===== src/rtl/fir_ctrl_pkg.sv =====
`default_nettype none
// +----------------------------------------------------------------------------+
// | Module   : fir_ctrl_pkg                                                    |
// | Brief    : Shared sizing constants and sequencer state encoding.           |
// | Revision : 1.0                                                             |
// +----------------------------------------------------------------------------+
package fir_ctrl_pkg;

    localparam int NUM_TAPS   = 33;
    localparam int BANK_DEPTH = 10;
    localparam int NUM_BANKS  = 4;
    localparam int DW         = 16;
    localparam int IDX_W      = 6;
    localparam int LADDR_W    = 4;
    localparam int BANK_W     = 2;

    typedef enum logic [1:0] {
        IDLE  = 2'd0,
        WRITE = 2'd1,
        LOAD  = 2'd2,
        RUN   = 2'd3
    } seqState_t;

endpackage
`default_nettype wire


===== src/rtl/fir_bank_addr_map.sv =====
`default_nettype none
// +----------------------------------------------------------------------------+
// | Module   : fir_bank_addr_map                                               |
// | Brief    : Global tap index -> one-hot bank select, bank-local address.    |
// | Revision : 1.0                                                             |
// +----------------------------------------------------------------------------+
module fir_bank_addr_map
    import fir_ctrl_pkg::*;
(
    input  logic [IDX_W-1:0]     i_idx,
    output logic [NUM_BANKS-1:0] o_bankSel,
    output logic [LADDR_W-1:0]   o_localAddr,
    output logic                 o_rangeOk
);

    // Range compare per bank keeps the map free of a real divider.
    always_comb begin
        o_rangeOk   = (i_idx < IDX_W'(NUM_TAPS));
        o_bankSel   = '0;
        o_localAddr = '0;
        for (int b = 0; b < NUM_BANKS; b++) begin
            if (o_rangeOk && (i_idx >= IDX_W'(b * BANK_DEPTH)) &&
                (i_idx < IDX_W'((b + 1) * BANK_DEPTH))) begin
                o_bankSel[b] = 1'b1;
                o_localAddr  = LADDR_W'(i_idx - IDX_W'(b * BANK_DEPTH));
            end
        end
    end

endmodule
`default_nettype wire


===== src/rtl/fir_coeff_sequencer.sv =====
`default_nettype none
// +----------------------------------------------------------------------------+
// | Module   : fir_coeff_sequencer                                             |
// | Brief    : Coefficient write/load sequencer and sample strobe pipeline.    |
// | Revision : 1.0                                                             |
// +----------------------------------------------------------------------------+
module fir_coeff_sequencer
    import fir_ctrl_pkg::*;
(
    input  logic                    iClk_12M,
    input  logic                    iRsn,
    input  logic                    iEnSample_300k,
    input  logic                    iCoeffUpdateFlag,
    input  logic                    iCsnRam,
    input  logic                    iWrnRam,
    input  logic [5:0]              iAddrRam,
    input  logic [DW-1:0]           iWrDtRam,
    input  logic [5:0]              iNumOfCoeff,
    input  logic [NUM_BANKS*DW-1:0] iRdDtRam,
    output logic [NUM_BANKS-1:0]    oCsnRam,
    output logic [NUM_BANKS-1:0]    oWrnRam,
    output logic [LADDR_W-1:0]      oAddrRam,
    output logic [DW-1:0]           oWrDtRam,
    output logic                    oCoeffVld,
    output logic [5:0]              oCoeffIdx,
    output logic [DW-1:0]           oCoeffData,
    output logic                    oEnMul,
    output logic                    oEnAdd,
    output logic                    oEnAcc,
    output logic [NUM_TAPS-1:0]     oTapMask,
    output logic                    oBusy,
    output logic                    oAddrErr,
    output logic                    oOverrun
);

    seqState_t r_state, w_nextState;

    logic [NUM_BANKS-1:0] w_hostSel;
    logic [LADDR_W-1:0]   w_hostLocal;
    logic                 w_hostOk;
    logic                 w_hostWr;

    logic [IDX_W-1:0]     r_rdCnt;
    logic [BANK_W-1:0]    r_rdBank;
    logic [LADDR_W-1:0]   r_rdLocal;
    logic                 w_rdIssue;

    logic                 r_reqVld;
    logic [IDX_W-1:0]     r_reqIdx;
    logic [BANK_W-1:0]    r_reqBank;
    logic                 r_vld;
    logic [IDX_W-1:0]     r_vldIdx;
    logic [BANK_W-1:0]    r_vldBank;
    logic                 w_loadDone;

    logic [NUM_BANKS-1:0] r_csn, r_wrn;
    logic [LADDR_W-1:0]   r_addr;
    logic [DW-1:0]        r_wrDt;
    logic                 r_addrErr;

    logic                 r_mul, r_add, r_acc, r_ovr;
    logic                 w_run, w_strobeIn, w_pipeBusy, w_strobeOk;
    logic [NUM_TAPS-1:0]  r_mask, w_maskNext;

    fir_bank_addr_map u_hostMap (
        .i_idx       (iAddrRam),
        .o_bankSel   (w_hostSel),
        .o_localAddr (w_hostLocal),
        .o_rangeOk   (w_hostOk)
    );

    assign w_loadDone = r_vld && (r_vldIdx == IDX_W'(NUM_TAPS - 1));

    // The update flag overrides every state, including an unfinished load.
    always_comb begin
        w_nextState = r_state;
        if (iCoeffUpdateFlag) begin
            w_nextState = WRITE;
        end else begin
            case (r_state)
                WRITE:   w_nextState = LOAD;
                LOAD:    w_nextState = w_loadDone ? RUN : LOAD;
                default: w_nextState = r_state;
            endcase
        end
    end

    assign w_hostWr   = (r_state == WRITE) && iCoeffUpdateFlag && !iCsnRam && !iWrnRam;
    assign w_rdIssue  = (w_nextState == LOAD) && (r_rdCnt < IDX_W'(NUM_TAPS));
    assign w_run      = (r_state == RUN) && (w_nextState == RUN);
    assign w_strobeIn = iEnSample_300k && w_run;
    assign w_pipeBusy = r_mul || r_add || r_acc;
    assign w_strobeOk = w_strobeIn && !w_pipeBusy;

    // Counts above NUM_TAPS saturate to a full mask.
    always_comb begin
        w_maskNext = '0;
        for (int k = 0; k < NUM_TAPS; k++) begin
            w_maskNext[k] = (IDX_W'(k) < iNumOfCoeff);
        end
    end

    always_ff @(posedge iClk_12M) begin
        if (iRsn) begin
            r_state   <= IDLE;
            r_rdCnt   <= '0;
            r_rdBank  <= '0;
            r_rdLocal <= '0;
            r_reqVld  <= 1'b0;
            r_reqIdx  <= '0;
            r_reqBank <= '0;
            r_vld     <= 1'b0;
            r_vldIdx  <= '0;
            r_vldBank <= '0;
            r_csn     <= '1;
            r_wrn     <= '1;
            r_addr    <= '0;
            r_wrDt    <= '0;
            r_addrErr <= 1'b0;
            r_mul     <= 1'b0;
            r_add     <= 1'b0;
            r_acc     <= 1'b0;
            r_ovr     <= 1'b0;
            r_mask    <= '0;
        end else begin
            r_state <= w_nextState;

            if (w_nextState != LOAD) begin
                r_rdCnt   <= '0;
                r_rdBank  <= '0;
                r_rdLocal <= '0;
            end else if (w_rdIssue) begin
                r_rdCnt <= r_rdCnt + IDX_W'(1);
                if (r_rdLocal == LADDR_W'(BANK_DEPTH - 1)) begin
                    r_rdLocal <= '0;
                    r_rdBank  <= r_rdBank + BANK_W'(1);
                end else begin
                    r_rdLocal <= r_rdLocal + LADDR_W'(1);
                end
            end

            r_csn  <= '1;
            r_wrn  <= '1;
            r_addr <= '0;
            r_wrDt <= '0;
            if (w_hostWr && w_hostOk) begin
                r_csn  <= ~w_hostSel;
                r_wrn  <= ~w_hostSel;
                r_addr <= w_hostLocal;
                r_wrDt <= iWrDtRam;
            end else if (w_rdIssue) begin
                r_csn  <= ~(NUM_BANKS'(1) << r_rdBank);
                r_addr <= r_rdLocal;
            end
            r_addrErr <= w_hostWr && !w_hostOk;

            // Read data returns one cycle after the request leaves the block.
            r_reqVld  <= w_rdIssue;
            r_reqIdx  <= r_rdCnt;
            r_reqBank <= r_rdBank;
            r_vld     <= r_reqVld && (w_nextState == LOAD);
            r_vldIdx  <= r_reqIdx;
            r_vldBank <= r_reqBank;

            r_mul <= w_strobeOk;
            r_add <= r_mul && w_run;
            r_acc <= r_add && w_run;
            r_ovr <= w_strobeIn && w_pipeBusy;

            if ((r_state == LOAD) && (w_nextState == RUN)) begin
                r_mask <= w_maskNext;
            end
        end
    end

    assign oCsnRam    = r_csn;
    assign oWrnRam    = r_wrn;
    assign oAddrRam   = r_addr;
    assign oWrDtRam   = r_wrDt;
    assign oCoeffVld  = r_vld;
    assign oCoeffIdx  = r_vld ? r_vldIdx : '0;
    assign oCoeffData = r_vld ? iRdDtRam[r_vldBank*DW +: DW] : '0;
    assign oEnMul     = r_mul;
    assign oEnAdd     = r_add;
    assign oEnAcc     = r_acc;
    assign oTapMask   = r_mask;
    assign oBusy      = (r_state != RUN);
    assign oAddrErr   = r_addrErr;
    assign oOverrun   = r_ovr;

endmodule
`default_nettype wire

===== config.mk =====
export PLATFORM = sky130hd
export DESIGN_NAME = fir_coeff_sequencer
export DESIGN_NICKNAME = d
export VERILOG_FILES = /design/src/rtl/fir_ctrl_pkg.sv /design/src/rtl/fir_bank_addr_map.sv /design/src/rtl/fir_coeff_sequencer.sv
export SDC_FILE = /design/constraint.sdc
export NUM_CORES = 1
export LEC_CHECK = 0
export ABC_AREA = 1
export ABC_CLOCK_PERIOD_IN_PS = 3600
export BUFFER_PORTS_ARGS = -buffer_cell sky130_fd_sc_hd__buf_2
export CELL_PAD_IN_SITES_DETAIL_PLACEMENT = 0
export CELL_PAD_IN_SITES_GLOBAL_PLACEMENT = 2
export CORE_MARGIN = 5
export CORE_UTILIZATION = 28
export CTS_BUF_LIST = sky130_fd_sc_hd__clkbuf_2 sky130_fd_sc_hd__clkbuf_4 sky130_fd_sc_hd__clkbuf_8
export CTS_CLUSTER_DIAMETER = 30
export DETAILED_ROUTE_END_ITERATION = 8
export GPL_ROUTABILITY_DRIVEN = 0
export PLACE_DENSITY_LB_ADDON = 0.1
export SYNTH_ARGS = -nofsm -noshare
export SYNTH_HDL_FRONTEND = slang
export SYNTH_SLANG_ARGS = --single-unit

===== constraint.sdc =====
create_clock -name iClk_12M -period 3.6 [get_ports iClk_12M]
set_clock_uncertainty 0.2 [all_clocks]
set_input_delay 0.72 -clock iClk_12M [delete_from_list [all_inputs] [get_ports iClk_12M]]
set_output_delay 0.72 -clock iClk_12M [all_outputs]
set_load 0.01 [all_outputs]

# ---- Yosys cells after proc, flatten, opt, wreduce, memory -nomap -nowiden
# Index checks and enable logic that the tools add are counted.
dict set report word_totals {
  regBits 98
  latch_bits 0
  ram_bits 0
  romBits 0
  inputBits 98
  out_inout_bits 90
  n_memories 0
}
dict set report classes {
  n_addsub 6
  mul 0
  div 0
  magnitude_cmp 43
  eq_ne 9
  shift 2
  mux 18
  bitwise 3
  reduce_logical 32
}
# operator count
set ops {}
lappend ops {{$lt A5 B6 Y1 const A} 16}
lappend ops {{$shiftx A64 B7 Y16} 1}
lappend ops {{$lt A4 B6 Y1 const A} 8}
lappend ops {{$mux W4} 9}
lappend ops {{$lt A3 B6 Y1 const A} 4}
lappend ops {{$logic_and A1 B1 Y1} 23}
lappend ops {{$lt A6 B6 Y1 const B} 3}
lappend ops {{$mux W16} 1}
lappend ops {{$ge A6 B5 Y1 const B} 2}
lappend ops {{$lt A1 B6 Y1 const A} 2}
lappend ops {{$lt A2 B6 Y1 const A} 2}
lappend ops {{$lt A6 B5 Y1 const B} 2}
lappend ops {{$eq A2 B2 Y1 const B} 4}
lappend ops {{$not A4 Y4} 2}
lappend ops {{$sub A4 B4 Y4 const B} 2}
lappend ops {{$add A6 B1 Y6 const B} 1}
lappend ops {{$eq A6 B6 Y1 const B} 1}
lappend ops {{$ge A6 B1 Y1 const B} 1}
lappend ops {{$ge A6 B4 Y1 const B} 1}
lappend ops {{$lt A6 B4 Y1 const B} 1}
lappend ops {{$lt A6 B6 Y1 const A} 1}
lappend ops {{$mux W6} 1}
lappend ops {{$mux W1} 5}
lappend ops {{$add A4 B1 Y4 const B} 1}
lappend ops {{13 further kinds} 19}

# ---- Logic depth before layout (Yosys ltp)
# Gate-level depths: netlist (run 1).
dict set report depth {
  word_depth 9
  mapped_depth 12
}

# ---- Hierarchy
# A second synthesis (run 1) with hierarchy kept.
dict set report unflattened {
  hier_cells 713
  hier_area_um2 4823.4
}
# module n_inst cells_each area_each_um2 seq_area_each_um2
set by_module_without_submodules {}
lappend by_module_without_submodules {fir_coeff_sequencer 1 638 4419.2 1961.9}
lappend by_module_without_submodules {fir_bank_addr_map 1 75 404.1 0.0}

# ---- Worst setup path before layout (run 1)
# OpenSTA, ideal clock, no wires.
dict set report synth_timing {
  path_type {reg-to-output}
  start {register r_vldBank[1]}
  end {output port oCoeffData[0]}
  t_arrival_ps 1247
  setup_slack_ps 1433
  stages_incl_launch_ff 7
  path_buffers 2
  path_cell_list {dfxtp_1 > clkbuf_1 > inv_1 > clkbuf_1 > nor2_1 > o21ai_0 > a21oi_1}
}
dict set report synth_between {
  elab_chain_cells 2
}
# element line
set synth_rtl {}
lappend synth_rtl {{start, declared} fir_coeff_sequencer.sv:53} ;# logic [BANK_W-1:0] r_vldBank;
lappend synth_rtl {{start signal, assigned} fir_coeff_sequencer.sv:163} ;# r_vldBank <= r_reqBank;
lappend synth_rtl {{$shiftx A64 B7 Y16} fir_coeff_sequencer.sv:182} ;# assign oCoeffData = r_vld ? iRdDtRam[r_vldBank*DW +: DW] : '0;
lappend synth_rtl {{$mux W16} fir_coeff_sequencer.sv:182}
lappend synth_rtl {{end, declared} fir_coeff_sequencer.sv:26} ;# output logic [DW-1:0] oCoeffData,
# No other way between the ends.

# ---- Worst setup path after layout (run 1)
dict set report layout_timing {
  start {register r_vldBank[1]}
  end {output port oCoeffData[4]}
}
# The elaborated chain is that of the path after synthesis.

==> flow_summary.toml, run 1 <==
[outcome]
status = "completed"

[synthesis]
syn_nets = 812
synthCells = 698
synth-edff-count = 0
yosys-top-cells-area = "dfxtp_1 41%, nor2_1 11%, nand2_1 9.8%"
netlist_area_sq_mm = 0.00483
syn-mean-instance-area_sq_um = 6.92
yosysUniqueCellTypes = 30
synth_top_area_share_pct = 40.6
seq_area_frac_synth_pct = 40.6
ys_seq_elements = 98
synth_top_cell_by_area = "dfxtp_1"
synth-main-ff-cell = "dfxtp_1"
ys.warnings.count = 0
async_flop_share_pct = 0

[finish]
syn_to_final_growth_pct = 26.8
layout.nets = 988
fillers = 1954
insertedDiodeCount = 0
postLayoutCellArea_sq_mm = 0.00613
drive_gt1_share_pct = 31.1

[timing]
hold_viol_final = 0
max_freq_ghz = 0.326
slew_headroom_pct = 49.0
setup_tns_ps = 0
setup_viol = 0
worstMarginPinSlew_ps = 764
fin_crit_ps = 3070
fin_crit_sh_pct = 85.2
grt_setup_unrepaired = "no"
final-max-slew-violation-count = 0

[floorplan]
initial_core_util_pct = 28.2
core_sq_mm = 0.0171
ios = 188
rows = 48
die_h_um = 141
dieArea_sq_mm = 0.0200
die_w_um = 141

[clock_network]
path_clk_slew_ps = 100
postCtsResizedCells = 0
postCtsSetupRepairBufs = 0
cts_buffers = 9
postCtsHoldBufs = 0
htreeDepth = 3
root_buffer = "clkbuf_8"
cts_tree = "built"
clock_path_buffers = 2
clk-insertion-delay-late_ps = 370
clkSinkCount = 98

[worst_hold_path]
hold_path.class = "reg2reg"

[flow_run]
max-cap-violations = 0

[power]
p_int_mw = 1.44
leakage_nw = 2.98
p_comb_share_pct = 10.4
p_sw_mw = 0.526
power_frac_clock_pct = 33.9
swShare_pct = 26.7
power_density_mw_per_mm2 = 321
seqPwrFrac_pct = 55.7
ir_drop_mv = 0.136

[critical_path]
end_kind = "output pin"
arrival_ps = 2150
crit_type = "reg2out"
path_buf_inv = 2
crit_fanout = 17
cpLargestDelayFamily = "flip-flops"
start_kind = "flip-flop"
cp.required_ps = 2680
crit_chain = "inv_1, nor2_1, o21ai_0, a21oi_1, buf_2"
critPathMaxStageDelay_ps = 710
worst_path_max_delay_cell = "dfxtp_1"

[route]
routed_via_density = 4.32
remaining_drc_errors = 0
wl_per_cell_um = 13.0
drt-initial-drc-count = 168
wl_um = 14400
via_count = 4773
drtAntennaViolNets = 0
first_pass_iters = 4

[global_routing]
grt_pass1_wl_um = 23200
grt_max_degree = 54
antenna_found_initial = 0
grt_usage_pct = 14.2
first_global_vias = 4844
overflow = 0

[placed_design]
dp_hpwl_um = 11200
postPlaceCellArea_sq_mm = 0.00595
io_buffers = 187
worst paths after layout:
| check | startpoint | end | slack [ps] | cells after the start |
|---|---|---|---|---|
| worst max-delay path | r_vldBank[1]$_SDFF_PP0_ | oCoeffData[4] | 530 | 5 |
| worst min-delay path | r_reqIdx[1]$_SDFF_PP0_ | r_vldIdx[1]$_SDFF_PP0_ | 200 | 2 |
| worst max register to register | r_state[0]$_SDFF_PP0_ | oTapMask[18]$_SDFFE_PP0P_ | 1250 | 10 |
| worst min register to register | r_reqIdx[1]$_SDFF_PP0_ | r_vldIdx[1]$_SDFF_PP0_ | 200 | 2 |
sequential cells by signal, indices dropped and copies added (netlist names):
register and count:
oCoeffVld 1, oAddrRam 4, r_rdLocal 4, oTapMask 33
oOverrun 1, oCsnRam 4, oEnAdd 1, oAddrErr 1
r_vldIdx 6, oEnAcc 1, oWrnRam 4, r_vldBank 2
r_reqVld 1, oWrDtRam 16, r_rdCnt 6, r_state 2
oEnMul 1, r_reqBank 2, r_rdBank 2, r_reqIdx 6
layer usage:
metal	up-vias	GRT usage (%)	part of all wire (%)
met5	-	0	0
met4	0	4.80	2.2
met3	20	3.64	5.0
met2	99	25.8	51
met1	2161	16.0	41
li1	2493	-	-
power by group through the flow:
| stage | Combinational (mW) | Clock [mW] | Sequential (mW) |
|---|---|---|---|
| 5_1_grt | 0.234 | 0.751 | 1.10 |
| 4_1_cts | 0.209 | 0.704 | 1.10 |
| 6_report | 0.205 | 0.667 | 1.10 |
| 3_3_place_gp | 0.208 | 0 | 1.12 |
| 3_5_place_dp | 0.207 | 0 | 1.12 |
| 2_1_floorplan | 0.112 | 0 | 1.12 |
placed cells by master (no fill, tap or decap), types with 2 or more instances in the layout:
cell type	count
a21oi_1	33
a21oi_2	31
buf_2	187
buf_4	4
clkbuf_4	2
clkbuf_8	9
clkinv_2	2
clkinv_4	2
dfxtp_1	98
ha_1	16
inv_1	100
inv_2	3
nand2_1	126
nand2_2	22
nand3_1	30
nand4_1	2
nor2_1	140
nor2_2	2
nor3_1	3
o21ai_0	50
o21ai_2	2
xor2_1	5
stage by stage:
stage / worst slack [ps] / util (%) / hold slack [ps] / instances / total power, mW
floorplan: 1430 / - / 188 / 698 / 1.23
global placement: 931 / 34.8 / 192 / 1088 / 1.33
detailed placement: 912 / 34.8 / 200 / 1088 / 1.33
CTS: 495 / 35.8 / 203 / 1104 / 2.01
global route: 257 / 35.8 / 219 / 1104 / 2.08
finish: 534 / 35.8 / 197 / 1104 / 1.97
synthesized netlist by cell type (2+ instances only):
cell type and instances:
a21oi_2 31, nand4_1 2, o21ai_0 50, o21ai_2 2
nor3_1 3, nor2_2 2, a21oi_1 33, inv_1 100
buf_2 2, nand2_2 22, dfxtp_1 98, nand2_1 126
ha_1 16, clkbuf_1 20, buf_8 2, nand3_1 30
nor2_1 140, inv_2 3, xor2_1 5
worst min-delay path, delay by kind of cell (launching register included):
family                 cells  cell delay (ps)
AND/OR/NAND/NOR            1               30
buffers and inverters      1               40
flip-flops                 1              300
cell type report:
type,instances,area [sq um],share of cell area (%)
clock buffer,11,139,2.27
clock inverter,5,38.8,0.633
inverter,104,392,6.39
multi-input combinational,470,2350,38.3
sequential,98,1960,32.0
tap,225,282,4.59
timing repair buffer,191,966,15.8
kinds of logic (layout without fill, tap and decap cells):
family                   after synthesis  in the layout  share of synthesized area (%)
XOR/XNOR                               6              6                           1.09
buffers and inverters                130            311                           10.8
adder cells (fa/ha/maj)               16             16                           4.14
AND/OR/NAND/NOR                      330            330                           28.5
flip-flops                            98             98                           40.6
AO/OA/AOI/OAI                        118            118                           14.9
Note: power is estimated with default switching activity, not from simulation.
==> run 2: changes to the inputs <==
- BUFFER_PORTS_ARGS: -buffer_cell sky130_fd_sc_hd__buf_2 -> -buffer_cell sky130_fd_sc_hd__clkbuf_2
- CORE_ASPECT_RATIO: not set -> 0.75
==> run 2 against run 1 <==
Routed wire length decreased by 0.79%. Critical path depth decreased by 1. Flip-flop and latch count unchanged. Sequential share of layout area decreased by 0.26 points. Core utilization increased by 0.80 points. Critical path type unchanged.
==> flow_summary.toml, run 2 (synthesis gave the netlist of run 1 again) <==
[route]
wl_um = 14300
wl_per_cell_um = 13.0
remaining_drc_errors = 0
via_count = 4812
drt-initial-drc-count = 199
routed_via_density = 4.39
first_pass_iters = 6
drtAntennaViolNets = 0

[floorplan]
die_w_um = 162
ios = 188
rows = 41
initial_core_util_pct = 28.6
die_h_um = 124
core_sq_mm = 0.0169
dieArea_sq_mm = 0.0200

[power]
ir_drop_mv = 0.138
power_density_mw_per_mm2 = 343
swShare_pct = 24.2
p_sw_mw = 0.512
p_int_mw = 1.61
leakage_nw = 2.97
power_frac_clock_pct = 38.6
p_comb_share_pct = 9.7
seqPwrFrac_pct = 51.7

[critical_path]
r2r_cells = 10
regToRegSetupSlack_ps = 930
end_kind = "output pin"
r2r-end = "oTapMask[19]$_SDFFE_PP0P_"
arrival_ps = 2190
crit_type = "reg2out"
cp.required_ps = 2680
r2r-start = "r_state[0]$_SDFF_PP0_"
crit_fanout = 32
start_kind = "flip-flop"

[worst_hold_path]
hold_end = "r_vldBank[1]$_SDFF_PP0_"
min-delay-start = "r_reqBank[1]$_SDFF_PP0_"
hold_path.class = "reg2reg"
hold_path_depth = 2

[timing]
fin_crit_sh_pct = 86.4
worstMarginPinSlew_ps = 762
hold_viol_final = 0
grt_setup_unrepaired = "no"
setup_tns_ps = 0
fin_crit_ps = 3110
slew_headroom_pct = 49.2
setup_ws_ps = 491
final-max-slew-violation-count = 0
setup_viol = 0
max_freq_ghz = 0.322

[placed_design]
io_buffers = 187
preCtsSetupSlack_ps = 831
dp_hpwl_um = 11000

[finish]
largest_reg_flops = 33
syn_to_final_growth_pct = 27.8
layout.nets = 989
drive_gt1_share_pct = 31.1
mostFrequentLayoutCell = "clkbuf_2"
final_cell_mix = "187 x clkbuf_2, 140 x nor2_1, 126 x nand2_1"
insertedDiodeCount = 0

[clock_network]
clk-insertion-delay-late_ps = 370
postCtsHoldBufs = 0
htreeDepth = 3
cts_tree = "built"
clock_path_buffers = 2
path_clk_slew_ps = 90
postCtsSetupRepairBufs = 0
postCtsResizedCells = 0
clkSinkCount = 98
cts_buffers = 9
root_buffer = "clkbuf_8"

[global_routing]
grt_usage_pct = 14.2
grt_pass1_wl_um = 23200
grt_max_degree = 43
antenna_found_initial = 0
first_global_vias = 4785
overflow = 0

[flow_run]
max-cap-violations = 0

[outcome]
status = "completed"
[run 2: cell types whose count changed in the layout (fill, tap and decap cells not counted), sizes merged]
cell / change
clkinvlp: -1
inv: -1
clkinv: -1
bufinv: +2
buf: -186
clkbuf: +188
[run 2: worst max-delay path by stage]
| stage | endpoint | slack [ps] | depth (start not counted) | start |
|---|---|---|---|---|
| final | oCoeffData[15] | 490 | 4 | r_vldBank[0]$_SDFF_PP0_ |
| after global routing | oCoeffData[6] | 240 | 4 | r_vldBank[0]$_SDFF_PP0_ |
| after CTS | oCoeffData[15] | 430 | 4 | r_vldBank[0]$_SDFF_PP0_ |
| after detailed placement | oTapMask[13]$_SDFFE_PP0P_ | 830 | 7 | iCoeffUpdateFlag |
| after global placement | oCoeffData[15] | 890 | 4 | r_vldBank[0]$_SDFF_PP0_ |
| after floorplan | oCoeffData[0] | 1430 | 6 | r_vldBank[1]$_SDFF_PP0_ |
[run 2: area by class of cell]
cell class | count | area [sq um]
well taps | 215 | 269
multi-input cells | 470 | 2350
clock buffers | 12 | 159
flip-flops and latches | 98 | 1960
inverters | 104 | 392
clock inverters | 4 | 73.8
fillers | 1880 | 10700
repair buffers | 192 | 973
[run 2: power by group through the flow]
stage	logic [mW]	registers, mW	clock network (mW)
3_3_place_gp	0.206	1.12	0
3_5_place_dp	0.206	1.12	0
4_1_cts	0.207	1.10	0.866
2_1_floorplan	0.112	1.12	0
6_report	0.206	1.10	0.820
5_1_grt	0.237	1.10	0.904
[run 2: layer usage]
layer	global-route usage (%)	wire length (um)	share of wire [%]	vias up
li1	-	-	-	2497
met1	19.1	6610	46	2177
met2	23.1	6680	47	129
met3	3.61	866	6.1	9
met4	3.65	111	0.78	0
met5	0	0	0	-
[run 2: per-stage QoR]
| stage | total power, mW | utilization, % | hold slack [ps] | area (sq um) | cells |
|---|---|---|---|---|---|
| CTS | 2.17 | 36.6 | 203 | 6180 | 1095 |
| global route | 2.24 | 36.6 | 225 | 6180 | 1095 |
| global placement | 1.33 | 35.2 | 192 | 5950 | 1079 |
| finish | 2.12 | 36.6 | 199 | 6180 | 1095 |
| floorplan | 1.23 | - | 188 | 4830 | 698 |
| detailed placement | 1.33 | 35.2 | 199 | 5950 | 1079 |
[run 2: worst max-delay path: stages, from the launching register on]
cell	delay [ps]
dfxtp_1	680
inv_1	520
o21ai_0	360
a21oi_1	100
clkbuf_2	160
